===== config.mk =====
export PLATFORM = sky130hd
export DESIGN_NAME = a1csah_pipe
export DESIGN_NICKNAME = d
export VERILOG_FILES = /design/src/rtl/a1csa_pkg.sv /design/src/rtl/a1csa_seg.sv /design/src/rtl/a1csah_pipe.sv
export SDC_FILE = /design/constraint.sdc
export NUM_CORES = 1
export LEC_CHECK = 0
export CAP_MARGIN = 25
export CORE_MARGIN = 8
export CORE_UTILIZATION = 42
export DETAILED_ROUTE_END_ITERATION = 12
export DONT_BUFFER_PORTS = 1
export PLACE_DENSITY = 0.52
export SETUP_SLACK_MARGIN = 0.5
export SYNTH_ARGS = -nofsm -noshare
export SYNTH_HDL_FRONTEND = slang
export SYNTH_SLANG_ARGS = --single-unit

===== constraint.sdc =====
create_clock -name clk -period 3.1 [get_ports clk]
set_clock_uncertainty 0.1 [all_clocks]
set_input_delay 0 -clock clk [delete_from_list [all_inputs] [get_ports clk]]
set_output_delay 0 -clock clk [all_outputs]
set_load 0.1 [all_outputs]

===== src/rtl/a1csa_pkg.sv =====
// Shared constants and sizing helpers for the add-one carry-select adder family.
package a1csa_pkg;

   localparam int unsigned DefN    = 32;
   localparam int unsigned DefSegW = 8;

   // Pipeline depth for a given operand width and segment width.
   function automatic int unsigned num_stages(input int unsigned n, input int unsigned seg_w);
      return (seg_w == 0) ? 1 : n / seg_w;
   endfunction

   // A legal split is a non-empty segment that tiles the operand exactly.
   function automatic bit seg_cfg_ok(input int unsigned n, input int unsigned seg_w);
      return (seg_w >= 1) && (n >= seg_w) && ((n % ((seg_w == 0) ? 1 : seg_w)) == 0);
   endfunction

endpackage


===== src/rtl/a1csa_seg.sv =====
// One carry-select segment: sums for carry-in 0 and 1 plus segment generate/propagate.
module a1csa_seg #(
   parameter int unsigned SEG_W = 8
) (
   input  logic [SEG_W-1:0] a,
   input  logic [SEG_W-1:0] b,
   output logic [SEG_W-1:0] sum0,
   output logic [SEG_W-1:0] sum1,
   output logic             g,
   output logic             p
);

   // sum1 is derived from sum0 by an incrementer rather than a second full adder.
   always_comb begin
      {g, sum0} = {1'b0, a} + {1'b0, b};
      sum1      = sum0 + SEG_W'(1);
      p         = &(a ^ b);
   end

endmodule


===== src/rtl/a1csah_pipe.sv =====
// Pipelined add-one carry-select adder, one segment resolved per stage, valid/ready stream.
module a1csah_pipe
   import a1csa_pkg::*;
#(
   parameter int unsigned N     = DefN,
   parameter int unsigned SEG_W = DefSegW
) (
   input  logic         clk,
   input  logic         rst,
   input  logic         in_valid,
   output logic         in_ready,
   input  logic         cin,
   input  logic [N-1:0] a,
   input  logic [N-1:0] b,
   output logic         out_valid,
   input  logic         out_ready,
   output logic [N-1:0] s,
   output logic         cout,
   output logic         gen,
   output logic         prop
);

   localparam int unsigned STAGES = num_stages(N, SEG_W);

   if (!seg_cfg_ok(N, SEG_W)) begin : g_cfg_err
      $error("a1csah_pipe: N must be a non-zero exact multiple of SEG_W");
   end

   logic              adv;
   logic [STAGES-1:0] valid_d;
   logic [STAGES-1:0] valid_q;

   assign out_valid = valid_q[STAGES-1];

   // Global stall: the whole pipe moves only when the output slot is free or being taken.
   always_comb begin
      adv        = ~out_valid | out_ready;
      in_ready   = adv & ~rst;
      valid_d    = '0;
      valid_d[0] = in_valid & in_ready;
      for (int k = 1; k < int'(STAGES); k++) begin
         valid_d[k] = valid_q[k-1];
      end
   end

   // Valid shift register; bubbles advance too, so no collapse.
   always_ff @(posedge clk) begin
      if (rst) begin
         valid_q <= '0;
      end else if (adv) begin
         valid_q <= valid_d;
      end
   end

   for (genvar k = 0; k < STAGES; k++) begin : g_stage
      localparam int unsigned SumW = (k + 1) * SEG_W;
      localparam int unsigned RemW = N - SumW;

      logic [SEG_W-1:0] seg_a;
      logic [SEG_W-1:0] seg_b;
      logic [SEG_W-1:0] sum0;
      logic [SEG_W-1:0] sum1;
      logic             g;
      logic             p;
      logic             sel;
      logic             gen_in;
      logic             prop_in;
      logic [SumW-1:0]  sum_d;
      logic [SumW-1:0]  sum_q;
      logic             carry_q;
      logic             gen_q;
      logic             prop_q;
      logic             ld;

      // Data registers load only for a valid token, so bubbles leave them untouched.
      assign ld = adv & valid_d[k];

      if (k == 0) begin : g_first
         assign seg_a   = a[SEG_W-1:0];
         assign seg_b   = b[SEG_W-1:0];
         assign sel     = cin;
         assign gen_in  = 1'b0;
         assign prop_in = 1'b1;
         assign sum_d   = sel ? sum1 : sum0;
      end else begin : g_next
         assign seg_a   = g_stage[k-1].g_rem.a_q[SEG_W-1:0];
         assign seg_b   = g_stage[k-1].g_rem.b_q[SEG_W-1:0];
         assign sel     = g_stage[k-1].carry_q;
         assign gen_in  = g_stage[k-1].gen_q;
         assign prop_in = g_stage[k-1].prop_q;
         assign sum_d   = {(sel ? sum1 : sum0), g_stage[k-1].sum_q};
      end

      a1csa_seg #(
         .SEG_W(SEG_W)
      ) u_seg (
         .a    (seg_a),
         .b    (seg_b),
         .sum0 (sum0),
         .sum1 (sum1),
         .g    (g),
         .p    (p)
      );

      // Segment result, running carry and group generate/propagate for this stage.
      always_ff @(posedge clk) begin
         if (rst) begin
            sum_q   <= '0;
            carry_q <= 1'b0;
            gen_q   <= 1'b0;
            prop_q  <= 1'b0;
         end else if (ld) begin
            sum_q   <= sum_d;
            carry_q <= g | (p & sel);
            gen_q   <= g | (p & gen_in);
            prop_q  <= p & prop_in;
         end
      end

      // Operand bits not yet consumed; the last stage carries none.
      if (RemW > 0) begin : g_rem
         logic [RemW-1:0] a_d;
         logic [RemW-1:0] b_d;
         logic [RemW-1:0] a_q;
         logic [RemW-1:0] b_q;

         if (k == 0) begin : g_src_in
            assign a_d = a[N-1:SEG_W];
            assign b_d = b[N-1:SEG_W];
         end else begin : g_src_prev
            assign a_d = g_stage[k-1].g_rem.a_q[RemW+SEG_W-1:SEG_W];
            assign b_d = g_stage[k-1].g_rem.b_q[RemW+SEG_W-1:SEG_W];
         end

         // Pure data pipe; contents are meaningful only alongside a valid token.
         always_ff @(posedge clk) begin
            if (ld) begin
               a_q <= a_d;
               b_q <= b_d;
            end
         end
      end
   end

   assign s    = g_stage[STAGES-1].sum_q;
   assign cout = g_stage[STAGES-1].carry_q;
   assign gen  = g_stage[STAGES-1].gen_q;
   assign prop = g_stage[STAGES-1].prop_q;

endmodule

Word-level counts from Yosys, hierarchy flattened:

Index checks and enable logic that the tools add are counted.

* logic and storage cells: 69
* register bits: 192
* RAM bits: 0
* memory bits (read-only): 0
* output and inout bits: 37
* latch bits: 0
* memories: 0

* multiplexer cells: 4
* divide/modulo/power cells: 0
* multipliers: 0
* equality and inequality tests: 0
* bitwise operators: 30
* $lt $le $gt $ge: 0
* $add $sub $neg: 8
* reduce and logical (&&, ||, !) cells: 4
* shift operators: 0

Operator list (count)
* adder 8 x 8 -> 9 bit: 4
* adder 8 x 1 -> 8 bit (second input constant): 4
* 2-to-1 mux 8 bit: 4
* AND reduction 8 bit: 4
* bitwise XOR 8 bit: 4
* bitwise AND 1 bit: 16
* OR 1 bit: 8
* NOT 1 bit: 2

Depth between registers and ports, before layout:

Gate-level depths: netlist of run 1.

* word-level depth: 5
* depth in mapped cells: 8
* gate-level depth less buffers: 8

By module:

Synthesis of run 1 repeated with hierarchy kept, for this count alone.

* cells, all modules: 775
* area total of the unflattened synthesis: 9241.4 sq um

By module, submodules not included
* a1csah_pipe: area each 7129.3 sq um, seq. area each 4804.6 sq um, times used 1, cells each 504
* a1csa_seg at g_stage[0].u_seg ...: area each 531.8 sq um, seq. area each 0.0 sq um, times used 3, cells each 68
* a1csa_seg at g_stage[1].u_seg: area each 516.7 sq um, seq. area each 0.0 sq um, times used 1, cells each 67

Worst setup path after synthesis of run 1:

No wires, ideal clock.

* path kind: register to register
* start point: register valid_q[3]
* end point: register g_stage[0].g_rem.a_q[0] (enable)
* buffers on the path: 0
* cell stages (with the launch flop): 5
* setup slack: -854 ps
* data required time: 2609 ps
* period minus slack after synthesis: 3954 ps
* data arrival time: 3463 ps
* cells stage by stage: dfxtp_1 nor2b_1 nor2_1 nand2_1 clkinv_1

* word-level cells in the longest chain between the ends: 5

Ends and longest elaborated chain
* start, declared: RTL line a1csah_pipe.sv:31 `logic [STAGES-1:0] valid_q;`
* start signal, assigned: RTL line a1csah_pipe.sv:51 `valid_q <= valid_d;`
* NOT 1 bit: RTL line a1csah_pipe.sv:37 `adv = ~out_valid | out_ready;`
* OR 1 bit: RTL line a1csah_pipe.sv:37
* bitwise AND 1 bit: RTL line a1csah_pipe.sv:38 `in_ready = adv & ~rst;`
* named net in_ready: RTL line a1csah_pipe.sv:11 `output logic in_ready,`
* bitwise AND 1 bit: RTL line a1csah_pipe.sv:40 `valid_d[0] = in_valid & in_ready;`
* bitwise AND 1 bit: RTL line a1csah_pipe.sv:76 `assign ld = adv & valid_d[k];`
* named net g_stage[0].ld: RTL line a1csah_pipe.sv:73 `logic ld;`
* end signal, assigned: RTL line a1csah_pipe.sv:138 `a_q <= a_d;`
* end, declared: RTL line a1csah_pipe.sv:124 `logic [RemW-1:0] a_q;`

The timed path passes the listed nets, and every way through them passes these cells.
A chain may end at the register's enable or synchronous reset.

Final worst setup path of run 1:

* start point: register g_stage[1].g_rem.a_q[0]
* end point: register g_stage[2].sum_q[23]

* word-level cells in the longest chain between the ends: 3

Ends and longest elaborated chain
* start, declared: RTL line a1csah_pipe.sv:124
* start signal, assigned: RTL line a1csah_pipe.sv:138
* adder 8 x 8 -> 9 bit (*): RTL line a1csa_seg.sv:15 `{g, sum0} = {1'b0, a} + {1'b0, b};`
* adder 8 x 1 -> 8 bit: RTL line a1csa_seg.sv:16 `sum1 = sum0 + SEG_W'(1);`
* 2-to-1 mux 8 bit (*): RTL line a1csah_pipe.sv:91 `assign sum_d = {(sel ? sum1 : sum0), g_stage[k-1].sum_q};`
* end signal, assigned: RTL line a1csah_pipe.sv:113 `sum_q <= sum_d;`
* end, declared: RTL line a1csah_pipe.sv:69 `logic [SumW-1:0] sum_q;`

Every way passes the cells marked *; elsewhere a longest branch is shown, timed or not.

==> results of run 1 <==
==> logic make-up (layout without fill, tap and decap cells) <==
| group | Yosys count | count (layout) | share of synthesized area |
|---|---|---|---|
| simple gates | 277 | 277 | 0.155 |
| flops | 192 | 192 | 0.579 |
| compound gates | 177 | 177 | 0.135 |
| buf+inv | 51 | 177 | 0.0235 |
| fa+ha+maj | 40 | 40 | 0.0640 |
| xor+xnor | 30 | 30 | 0.0383 |
| mux | 4 | 4 | 0.00483 |
==> stage by stage <==
step	cells	power [mW]
4_1_cts	1161	5.74
2_1_floorplan	771	3.30
6_report	1162	5.70
3_3_place_gp	1045	3.39
3_5_place_dp	1045	3.41
5_1_grt	1162	5.93
==> path summary, 6_finish.rpt <==
path | endpoint
setup / recovery | g_stage[2].sum_q[23]
hold / removal | g_stage[0].sum_q[7]
setup reg to reg | g_stage[2].sum_q[23]
hold reg to reg | g_stage[2].g_rem.b_q[1]
==> state kept, by name (all words and copies together), names as in the netlist <==
signal	cells
g_stage.g_rem.a_q	48
g_stage.g_rem.b_q	48
g_stage.sum_q	48
gen	1
g_stage.carry_q	3
cout	1
prop	1
g_stage.gen_q	3
s	32
g_stage.prop_q	3
valid_q	4
==> routing by layer <==
layer	GRT usage	part of all wire
met4	0.0485	0.010
met3	0.0383	0.050
met2	0.230	0.45
met5	0	0
met1	0.196	0.49
==> synth_stat cells (5+ instances only) <==
master                     count  area [um^2]
sky130_fd_sc_hd__nand2_1     124          465
sky130_fd_sc_hd__dfxtp_1      96         1920
sky130_fd_sc_hd__edfxtp_1     96         2880
sky130_fd_sc_hd__a21oi_1      84          420
sky130_fd_sc_hd__nor2_1       70          263
sky130_fd_sc_hd__ha_1         36          450
sky130_fd_sc_hd__a211oi_1     34          255
sky130_fd_sc_hd__clkbuf_1     28          105
sky130_fd_sc_hd__nand4_1      16          100
sky130_fd_sc_hd__o21ai_0      15         75.1
sky130_fd_sc_hd__nor3_1       14         70.1
sky130_fd_sc_hd__xnor2_1      14          123
sky130_fd_sc_hd__inv_1        13         48.8
sky130_fd_sc_hd__xor2_1       12          105
sky130_fd_sc_hd__a21o_1        8         60.1
sky130_fd_sc_hd__nand3_1       7         35.0
sky130_fd_sc_hd__nand3b_1      7         52.6
sky130_fd_sc_hd__nor2b_1       7         43.8
sky130_fd_sc_hd__nor3b_1       7         52.6
sky130_fd_sc_hd__o211ai_1      7         52.6
sky130_fd_sc_hd__nand2b_1      6         37.5
sky130_fd_sc_hd__a311oi_1      5         43.8
sky130_fd_sc_hd__buf_1         5         18.8
==> worst register-to-register path, cell delays in order (launching register included) <==
cell,delay [ns]
sky130_fd_sc_hd__edfxtp_1,0.36
sky130_fd_sc_hd__ha_1,0.26
sky130_fd_sc_hd__fa_2,0.41
sky130_fd_sc_hd__a211oi_2,0.23
sky130_fd_sc_hd__nor2_1,0.12
sky130_fd_sc_hd__a311oi_2,0.32
sky130_fd_sc_hd__and4b_1,0.24
sky130_fd_sc_hd__xnor3_1,0.18
sky130_fd_sc_hd__a211oi_1,0.22
==> report_power, final <==
group	switching [mW]	internal [mW]	leakage, nW	total [mW]
Combinational	0.376	0.274	1.90	0.649
Clock	0.892	1.35	0.289	2.24
Sequential	0.0428	2.77	1.68	2.81
==> final cells by class <==
class                   instances  area (um^2)  share of cell area
clock buffers                  21          440              0.0423
flip-flops and latches        192         4810               0.462
clock inverters                11          166              0.0160
inverters                      15         60.1             0.00577
repair buffers                130         1220               0.118
multi-input cells             528         3380               0.325
well taps                     265          332              0.0318
==> what timing repair did <==
item,4_1_cts,5_1_grt
setup endpoints to repair,3,15
setup buffers,0,1
pin swaps,0,3
hold buffers,84,0
hold endpoints to repair,144,0
gates resized for setup,6,15
==> results.txt, run 1 <==
----------------------------------------------------
[Run status]
  Status ... complete, no violations

[Logic synthesis]
  Post-synthesis instance total ... just under 800
  Ys flop type ... sky130_fd_sc_hd__edfxtp_1
  FFs w/ async S/R, synth ... 0
  Number of enable flip-flop cells after synthesis ... between 90 and 100
  Avg Synthesized Cell Area ... 10.8 um^2
  Synthesis warning total ... 0
  Post-synth cell types ... between 50 and 60
  Post-synthesis instance area ... between 8000 and 9000 um^2
  FF+latch count, synth ... between 150 and 200
  Nets in the synthesized netlist ... between 800 and 900
  Sequential element share of the synthesized area ... 0.579

[Clocking]
  H-tree Lvls ... 4
  Clock latency on the worst-skew pair ... 0.42 ns
  Clock buffer count from CTS ... 17
  Clock tree sinks ... 192
  CTS tree ... built
  CTS clock-pin slew for the worst setup and hold paths ... 0.06 ns
  Clk Tree Root Cell ... sky130_fd_sc_hd__clkbuf_16
  Largest buffer count on any clock path ... 2

[Setup path]
  Buffers and inverters on the worst path ... 0
  Crit Path Class ... reg2reg
  Top delay family on crit path ... compound AO/OA/AOI/OAI gates
  Critical path data arrival time ... ~2.8 ns
  Worst Path Required ... 3.33 ns
  Startpoint class of the critical path ... flip-flop
  Critical Path Slowest Stage Cell ... sky130_fd_sc_hd__fa_2
  Worst setup path startpoint ... g_stage[1].g_rem.a_q[0]
  Setup crit end kind ... flip-flop
  Maximum fanout along the worst path ... 4
  Depth of the critical timing path with buffers and inverters included ... 8
  Worst reg-to-reg path cell count ... 8
  Launching point of the worst reg2reg path ... g_stage[1].g_rem.a_q[0]
  Ordered list of cells on the worst path ... ha_1, fa_2, a211oi_2, nor2_1, a311oi_2, and4b_1, xnor3_1, a211oi_1
  Longest individual stage delay on the worst path ... approximately 0.41 ns
  R2R setup slack ... 0.59 ns

[Min path]
  Class of the worst hold path ... in2reg
  Hold path startpoint ... rst
  Depth of the worst hold-timing path ... 3

[Cells and area]
  Layout Nets ... about 1000
  Commonest non-fill, non-tap cells in the layout ... sky130_fd_sc_hd__nand2_1 (124), sky130_fd_sc_hd__edfxtp_1 (96), sky130_fd_sc_hd__dfxtp_1 (95)
  Diode count ... 0
  Fill cell total of the finished layout ... roughly 1700
  Growth of design area from synthesis to finish ... 25.6%
  Cell area after layout ... between 10000 and 15000 um^2
  Util after Layout ... 0.537
  Fraction of final layout cells with drive strength greater than 1 ... 0.113
  Most common library cell in the layout ignoring fill and taps ... sky130_fd_sc_hd__nand2_1

[GRT]
  Number of antenna violations at the first check in global routing ... 0
  All-Layer GR Usage ... 0.148
  Wire length of the first global-routing pass ... 28.8 mm
  Total global routing overflow ... 0
  Largest net degree at the start of global routing ... 72
  Number of global-route vias before repair ... 5810

[STA]
  Final worst path period share ... 0.811
  Relative slew slack ... 0.529
  RSZ-0062 raised after global routing ... yes
  Final critical-path required period ... between 2 and 3 ns
  Hold Vio Cnt, Final ... 0
  Post-route setup slack ... around 0.59 ns
  TNS Setup ... 0 ns
  Max Clock Freq ... between 300 and 400 MHz
  Setup Viol. Count Final ... 0
  Final-layout worst hold slack ... roughly 0.029 ns
  Slew at the pin with the worst max-slew slack ... approximately 0.7 ns
  Pins over their slew limit ... 0

[Route]
  Antenna Nets Post-Route ... 0
  Final wirelength ... roughly 18 mm
  Count of unresolved DRC violations after routing ... 0
  1st-iter DRT viols ... 364
  TritonRoute pass-1 iters ... 5
  Vias ... ~6000
  Routed wire per std cell ... 15.4 um
  Number of vias per cell after detailed routing ... slightly above 5

[Place]
  PortBufs ... 0
  Post-DP HPWL ... between 10 and 15 mm
  Placer's final routability congestion estimate ... around 0.85
  Post-placement setup slack ... about 0.40 ns
  Area of placed instances ... 8840 um^2

[Floorplanning]
  Site row count ... approximately 50
  Initial Util ... 0.427
  Die X-Extent ... 157 um
  DIE AREA ... about 24000 um^2
  Core area ... 19400 um^2
  Die extent in y ... ~160 um
  I/O pin count ... around 110

[Flow run]
  Max-cap check violation count ... 0

[Pwr]
  Max rail drop VDD ... 0.000412 V
  Leakage ... 3.86 nW
  Areal power density over the cells ... roughly 550 nW/um^2

----------------------------------------------------
(Power assumes the default switching activity.)
==> run 2, diff against run 1 <==
--- a/config.mk
+++ b/config.mk
@@ -10,7 +10,7 @@
 export CORE_UTILIZATION = 42
 export DETAILED_ROUTE_END_ITERATION = 12
 export DONT_BUFFER_PORTS = 1
-export PLACE_DENSITY = 0.52
+export PLACE_DENSITY = 0.55
 export SETUP_SLACK_MARGIN = 0.5
 export SYNTH_ARGS = -nofsm -noshare
 export SYNTH_HDL_FRONTEND = slang
==> constraint.sdc (replaced) <==
create_clock -name clk -period 2.2 [get_ports clk]
set_clock_uncertainty 0.1 [all_clocks]
set_input_delay 0 -clock clk [delete_from_list [all_inputs] [get_ports clk]]
set_output_delay 0 -clock clk [all_outputs]
set_load 0.1 [all_outputs]
==> results.txt, run 2 (same netlist as run 1, synthesis figures left out) <==
----------------------------------------------------
[Setup path]
  Worst Path Required ... ~2.5 ns
  Launching point of the worst reg2reg path ... g_stage[2].g_rem.a_q[0]
  Critical Path Slowest Stage Cell ... sky130_fd_sc_hd__fa_2
  Reg-to-reg endpoint ... s[31]
  Worst reg-to-reg path cell count ... 8
  Crit Path Class ... reg2reg
  Maximum fanout along the worst path ... 3
  Longest individual stage delay on the worst path ... just under 0.4 ns
  Startpoint class of the critical path ... flip-flop
  Critical path data arrival time ... around 2.7 ns
  Setup crit end kind ... flip-flop
  Ordered list of cells on the worst path ... ha_2, fa_2, a211oi_4, nor2_2, a311oi_2, and4b_1, xnor3_1, a211oi_2
  R2R setup slack ... -0.21 ns

[STA]
  Hold Vio Cnt, Final ... 94
  Pins over their slew limit ... 0
  Relative slew slack ... 0.740
  Final-layout worst hold slack ... -0.469 ns
  Max Clock Freq ... roughly 410 MHz
  Post-route setup slack ... -0.210 ns
  Slew at the pin with the worst max-slew slack ... around 0.39 ns
  RSZ-0062 raised after global routing ... yes
  Final critical-path required period ... between 2 and 2.5 ns
  Final worst path period share ... 1.10
  Setup Viol. Count Final ... 9

[Floorplanning]
  I/O pin count ... between 100 and 150
  Die extent in y ... about 160 um
  Die X-Extent ... around 160 um
  Initial Util ... 0.427
  Site row count ... 51
  Core area ... just under 20000 um^2
  DIE AREA ... 24500 um^2

[Cells and area]
  Growth of design area from synthesis to finish ... 33.9%
  Commonest non-fill, non-tap cells in the layout ... sky130_fd_sc_hd__nand2_1 (114), sky130_fd_sc_hd__edfxtp_1 (96), sky130_fd_sc_hd__dfxtp_1 (95), sky130_fd_sc_hd__buf_4 (95), sky130_fd_sc_hd__a21oi_1 (73)
  Fill cell total of the finished layout ... roughly 1700
  Most common library cell in the layout ignoring fill and taps ... sky130_fd_sc_hd__nand2_1
  Util after Layout ... 0.572
  Layout Nets ... ~1000
  Diode count ... 0
  Fraction of final layout cells with drive strength greater than 1 ... 0.264
  Registers with the highest flip-flop counts ... g_stage.g_rem.a_q x48, g_stage.g_rem.b_q x48, g_stage.sum_q x48

[Place]
  Post-DP HPWL ... approximately 13 mm
  Placer's final routability congestion estimate ... about 0.81
  PortBufs ... 0

[Route]
  Final wirelength ... 18.2 mm
  1st-iter DRT viols ... around 300
  Vias ... between 6000 and 7000
  Antenna Nets Post-Route ... 0
  Number of vias per cell after detailed routing ... ~5
  TritonRoute pass-1 iters ... 4
  Routed wire per std cell ... approximately 15 um
  Count of unresolved DRC violations after routing ... 0

[Run status]
  Status ... complete, but fails checks
  Violations in the final reports ... hold timing, setup timing

[Pwr]
  Areal power density over the cells ... between 700 and 800 nW/um^2
  Max rail drop VDD ... roughly 0.00053 V
  Leakage ... between 4 and 5 nW

[Clocking]
  Largest buffer count on any clock path ... 2
  Clock tree sinks ... ~190
  Clock latency on the worst-skew pair ... around 0.43 ns
  Clk Tree Root Cell ... sky130_fd_sc_hd__clkbuf_16
  H-tree Lvls ... 4
  CTS tree ... built
  CTS clock-pin slew for the worst setup and hold paths ... approximately 0.070 ns
  Hold_buf cts ... 52
  Clock buffer count from CTS ... 17

[GRT]
  Total global routing overflow ... 0
  All-Layer GR Usage ... 0.153
  Wire length of the first global-routing pass ... between 30 and 40 mm
  Number of antenna violations at the first check in global routing ... 0
  Largest net degree at the start of global routing ... between 90 and 100
  Number of global-route vias before repair ... about 6200

[Min path]
  Hold path startpoint ... rst
  Depth of the worst hold-timing path ... 1
  Worst min-delay path endpoint ... s[13]
  Class of the worst hold path ... in2reg

[Flow run]
  Max-cap check violation count ... 0

----------------------------------------------------
-- run 2: cell types whose count changed in the layout (fill, tap and decap cells not counted), moves of 8 or more --
cell                            before  now
sky130_fd_sc_hd__buf_4              43   95
sky130_fd_sc_hd__ha_1               35   18
sky130_fd_sc_hd__nand2_1           124  114
sky130_fd_sc_hd__a211oi_2            4   13
sky130_fd_sc_hd__a211oi_1           31   19
sky130_fd_sc_hd__a21oi_2             0   11
sky130_fd_sc_hd__dlygate4sd3_1      83   52
sky130_fd_sc_hd__ha_4                0   13
sky130_fd_sc_hd__buf_6               2   11
sky130_fd_sc_hd__a21oi_1            84   73
sky130_fd_sc_hd__nand2_2             0    8
-- run 2: metrics by stage --
step | setup slack [ns] | total power [mW] | setup TNS (ns) | cell area [um^2] | instances
2_1_floorplan | -0.0860 | 4.70 | -0.204 | 8510 | 771
5_1_grt | -0.334 | 8.50 | -2.50 | 11100 | 1192
3_5_place_dp | -0.224 | 4.95 | -0.808 | 9410 | 1094
4_1_cts | -0.200 | 8.15 | -0.911 | 10800 | 1187
6_report | -0.210 | 8.16 | -1.14 | 11100 | 1192
3_3_place_gp | -0.164 | 4.93 | -0.479 | 9410 | 1094
-- run 2: final cells by class --
type / count / area (um^2) / share of cell area
Sequential cell: 192 / 4810 / 0.433
Multi-Input combinational cell: 528 / 3890 / 0.350
Timing Repair Buffer: 160 / 1400 / 0.126
Clock buffer: 17 / 425 / 0.0383
Tap cell: 265 / 332 / 0.0299
Clock inverter: 15 / 175 / 0.0158
Inverter: 15 / 75.1 / 0.00676
-- run 2: per-layer routing --
layer / GRT usage / up-vias / routed length (um)
li1: - / 3068 / -
met1: 0.199 / 2811 / 8590
met2: 0.243 / 114 / 8410
met3: 0.0485 / 11 / 1060
met4: 0.0375 / 0 / 144
met5: 0 / - / 0
-- run 2: how the worst max path moves through the flow --
stage                            startpoint                    to  slack, ns  cells past startpoint
floorplan           g_stage[1].g_rem.a_q[0]  g_stage[2].sum_q[23]      -0.09                      8
global placement    g_stage[2].g_rem.a_q[0]                 s[31]      -0.16                      8
detailed placement  g_stage[1].g_rem.a_q[0]  g_stage[2].sum_q[23]      -0.22                      8
CTS                 g_stage[1].g_rem.b_q[0]  g_stage[2].sum_q[23]      -0.20                      8
global route        g_stage[2].g_rem.a_q[0]                 s[31]      -0.33                      8
finish              g_stage[2].g_rem.a_q[0]                 s[31]      -0.21                      8
-- run 2: repair_timing --
action	in CTS	in global routing
gates resized for setup	43	46
pin swaps	26	33
buffers inserted	9	5
setup endpoints to repair	28	92
hold endpoints to repair	144	94
-- run 2: power by group --
| group | switching [mW] | internal, mW | total (mW) |
|---|---|---|---|
| registers | 0.0692 | 3.90 | 3.97 |
| logic | 0.590 | 0.547 | 1.14 |
| clock network | 1.43 | 1.62 | 3.05 |
| total | 2.09 | 6.06 | 8.16 |
-- run 2: worst max-delay path, delay by kind of cell, from the launching register on --
| family | cells | cell delay, ns |
|---|---|---|
| AOI/OAI and AO/OA | 3 | 0.74 |
| DFF | 1 | 0.37 |
| xor gates and xnor gates | 1 | 0.19 |
| adders and majority gates | 2 | 0.60 |
| and+or+nand+nor | 2 | 0.32 |
==> run 3, diff against run 2 <==
--- a/config.mk
+++ b/config.mk
@@ -5,12 +5,12 @@
 export SDC_FILE = /design/constraint.sdc
 export NUM_CORES = 1
 export LEC_CHECK = 0
+export BUFFER_PORTS_ARGS = -buffer_cell sky130_fd_sc_hd__buf_2
 export CAP_MARGIN = 25
 export CORE_MARGIN = 8
 export CORE_UTILIZATION = 42
 export DETAILED_ROUTE_END_ITERATION = 12
-export DONT_BUFFER_PORTS = 1
-export PLACE_DENSITY = 0.55
+export PLACE_DENSITY = 0.59
 export SETUP_SLACK_MARGIN = 0.5
 export SYNTH_ARGS = -nofsm -noshare
 export SYNTH_HDL_FRONTEND = slang
==> results.txt, run 3 (same netlist as run 1, synthesis figures left out) <==
----------------------------------------------------
[Run status]
  Status ... complete, but fails checks
  Violations in the final reports ... setup timing

[Setup path]
  Setup crit end kind ... flip-flop
  Critical path data arrival time ... 2.61 ns
  R2R setup slack ... -0.16 ns
  Maximum fanout along the worst path ... 3
  Launching point of the worst reg2reg path ... g_stage[2].g_rem.a_q[0]
  Reg-to-reg endpoint ... s[31]
  Worst reg-to-reg path cell count ... 8
  Worst Path Required ... 2.45 ns
  Crit Path Class ... reg2reg
  Startpoint class of the critical path ... flip-flop

[Clocking]
  Clock buffer count from CTS ... 17
  Largest buffer count on any clock path ... 2
  Clk Tree Root Cell ... sky130_fd_sc_hd__clkbuf_16
  Clock tree sinks ... ~190
  CTS clock-pin slew for the worst setup and hold paths ... 0.07 ns
  H-tree Lvls ... 4
  CTS tree ... built
  Clock latency on the worst-skew pair ... approximately 0.43 ns

[STA]
  Final worst path period share ... 1.07
  Max Clock Freq ... 423 MHz
  Hold Vio Cnt, Final ... 0
  Final-layout worst hold slack ... between 0.03 and 0.04 ns
  Pins over their slew limit ... 0
  Relative slew slack ... 0.667
  Post-route setup slack ... -0.164 ns
  Setup Viol. Count Final ... 7
  Slew at the pin with the worst max-slew slack ... approximately 0.5 ns
  Final critical-path required period ... 2.36 ns
  RSZ-0062 raised after global routing ... yes

[Min path]
  Depth of the worst hold-timing path ... 6
  Worst min-delay path endpoint ... g_stage[0].prop_q
  Hold path startpoint ... a[0]
  Class of the worst hold path ... in2reg

[Pwr]
  Clock network fraction of design power ... 0.370
  Net switching power ... around 2.1 mW
  Areal power density over the cells ... 725 nW/um^2
  Pint ... around 6 mW
  Final Total Pwr ... just over 8 mW
  Combinational fraction of design power ... 0.147
  Proportion of total power due to net switching ... 0.252
  Max rail drop VDD ... 0.000547 V
  Leakage ... approximately 4.3 nW
  Part of the total power dissipated in sequential elements ... 0.483

[Cells and area]
  Commonest non-fill, non-tap cells in the layout ... sky130_fd_sc_hd__nand2_1 (118), sky130_fd_sc_hd__buf_2 (103), sky130_fd_sc_hd__edfxtp_1 (96)
  Registers with the highest flip-flop counts ... g_stage.g_rem.a_q x48, g_stage.g_rem.b_q x48, g_stage.sum_q x48
  Fill cell total of the finished layout ... 1645
  Diode count ... 0
  Util after Layout ... 0.583
  Most common library cell in the layout ignoring fill and taps ... sky130_fd_sc_hd__nand2_1
  Finished Layout Cells ... about 1300
  Layout Nets ... 1096
  Growth of design area from synthesis to finish ... 36.5%
  Fraction of final layout cells with drive strength greater than 1 ... 0.302

[Route]
  Count of unresolved DRC violations after routing ... 0
  Antenna Nets Post-Route ... 0
  TritonRoute pass-1 iters ... 5
  1st-iter DRT viols ... 370
  Number of vias per cell after detailed routing ... ~5
  Routed wire per std cell ... 14.6 um
  Final wirelength ... 18.5 mm
  Vias ... about 6200

[Flow run]
  Max-cap check violation count ... 0

[GRT]
  Wire length of the first global-routing pass ... ~30 mm
  Total global routing overflow ... 0
  Number of antenna violations at the first check in global routing ... 0
  Largest net degree at the start of global routing ... 97
  All-Layer GR Usage ... 0.153
  Number of global-route vias before repair ... just over 6000

[Floorplanning]
  Core area ... 19400 um^2
  I/O pin count ... between 100 and 150
  DIE AREA ... 24500 um^2
  Die X-Extent ... 157 um
  Initial Util ... 0.427
  Site row count ... between 50 and 60
  Die extent in y ... between 150 and 200 um

[Place]
  Placer's final routability congestion estimate ... between 0.8 and 0.9
  Post-DP HPWL ... 12.8 mm
  Inst Count DP ... about 1200
  PortBufs ... around 110

----------------------------------------------------
-- run 3: how the worst max path moves through the flow --
| stage | start | endpoint | slack (ns) | depth (start not counted) |
|---|---|---|---|---|
| 2_1_floorplan | g_stage[1].g_rem.a_q[0] | g_stage[2].sum_q[23] | -0.09 | 8 |
| 6_report | g_stage[2].g_rem.a_q[0] | s[31] | -0.16 | 8 |
| 3_5_place_dp | g_stage[1].g_rem.b_q[0] | g_stage[2].sum_q[23] | -0.20 | 8 |
| 4_1_cts | g_stage[2].g_rem.b_q[0] | s[31] | -0.20 | 8 |
| 5_1_grt | g_stage[1].g_rem.a_q[0] | g_stage[2].sum_q[23] | -0.30 | 8 |
| 3_3_place_gp | g_stage[2].g_rem.a_q[0] | s[31] | -0.16 | 8 |
-- run 3: stage by stage --
step           setup slack (ns)  cell area (um^2)  setup TNS (ns)
6_report                 -0.164             11300          -0.605
5_1_grt                  -0.303             11300           -2.03
4_1_cts                  -0.199             11100          -0.780
3_5_place_dp             -0.199              9710          -0.693
3_3_place_gp             -0.158              9710          -0.414
2_1_floorplan           -0.0860              8510          -0.204
-- run 3: layout make-up --
class,instances,area (um^2),area share
clock inverter,12,119,0.0105
multi-input combinational,528,3800,0.336
inverter,15,72.6,0.00641
tap,265,332,0.0293
clock buffer,20,458,0.0405
sequential,192,4810,0.425
timing repair buffer,233,1730,0.153
-- run 3: critical path, stage by stage, from the launching register on --
cell and delay (ns):
sky130_fd_sc_hd__edfxtp_1 0.38, sky130_fd_sc_hd__ha_2 0.21, sky130_fd_sc_hd__fa_2 0.41, sky130_fd_sc_hd__a21o_4 0.26, sky130_fd_sc_hd__a211oi_4 0.27, sky130_fd_sc_hd__nor3_2 0.08
sky130_fd_sc_hd__and4b_1 0.21, sky130_fd_sc_hd__xnor3_1 0.19, sky130_fd_sc_hd__a211oi_2 0.18
-- run 3: power groups by stage --
stage               logic [mW]  clock network, mW  registers (mW)
floorplan                0.623                  0            4.08
global placement         0.992                  0            4.03
detailed placement        1.01                  0            4.04
CTS                       1.17               3.11            3.96
global route              1.32               3.27            3.97
finish                    1.21               3.04            3.96
-- run 3: layer usage --
metal / GRT usage / up-vias / part of all wire
met1: 0.207 / 2881 / 0.49
met5: 0 / - / 0
li1: - / 3213 / -
met4: 0.0398 / 0 / 0.0067
met2: 0.239 / 111 / 0.46
met3: 0.0386 / 12 / 0.041
-- run 3: repair_timing --
action / CTS / global route
gates resized for setup: 46 / 30
hold buffers: 56 / 0
endpoints found under the hold margin: 63 / 0
buffers inserted: 8 / 3
pin swaps: 44 / 31
setup endpoints to repair: 31 / 61
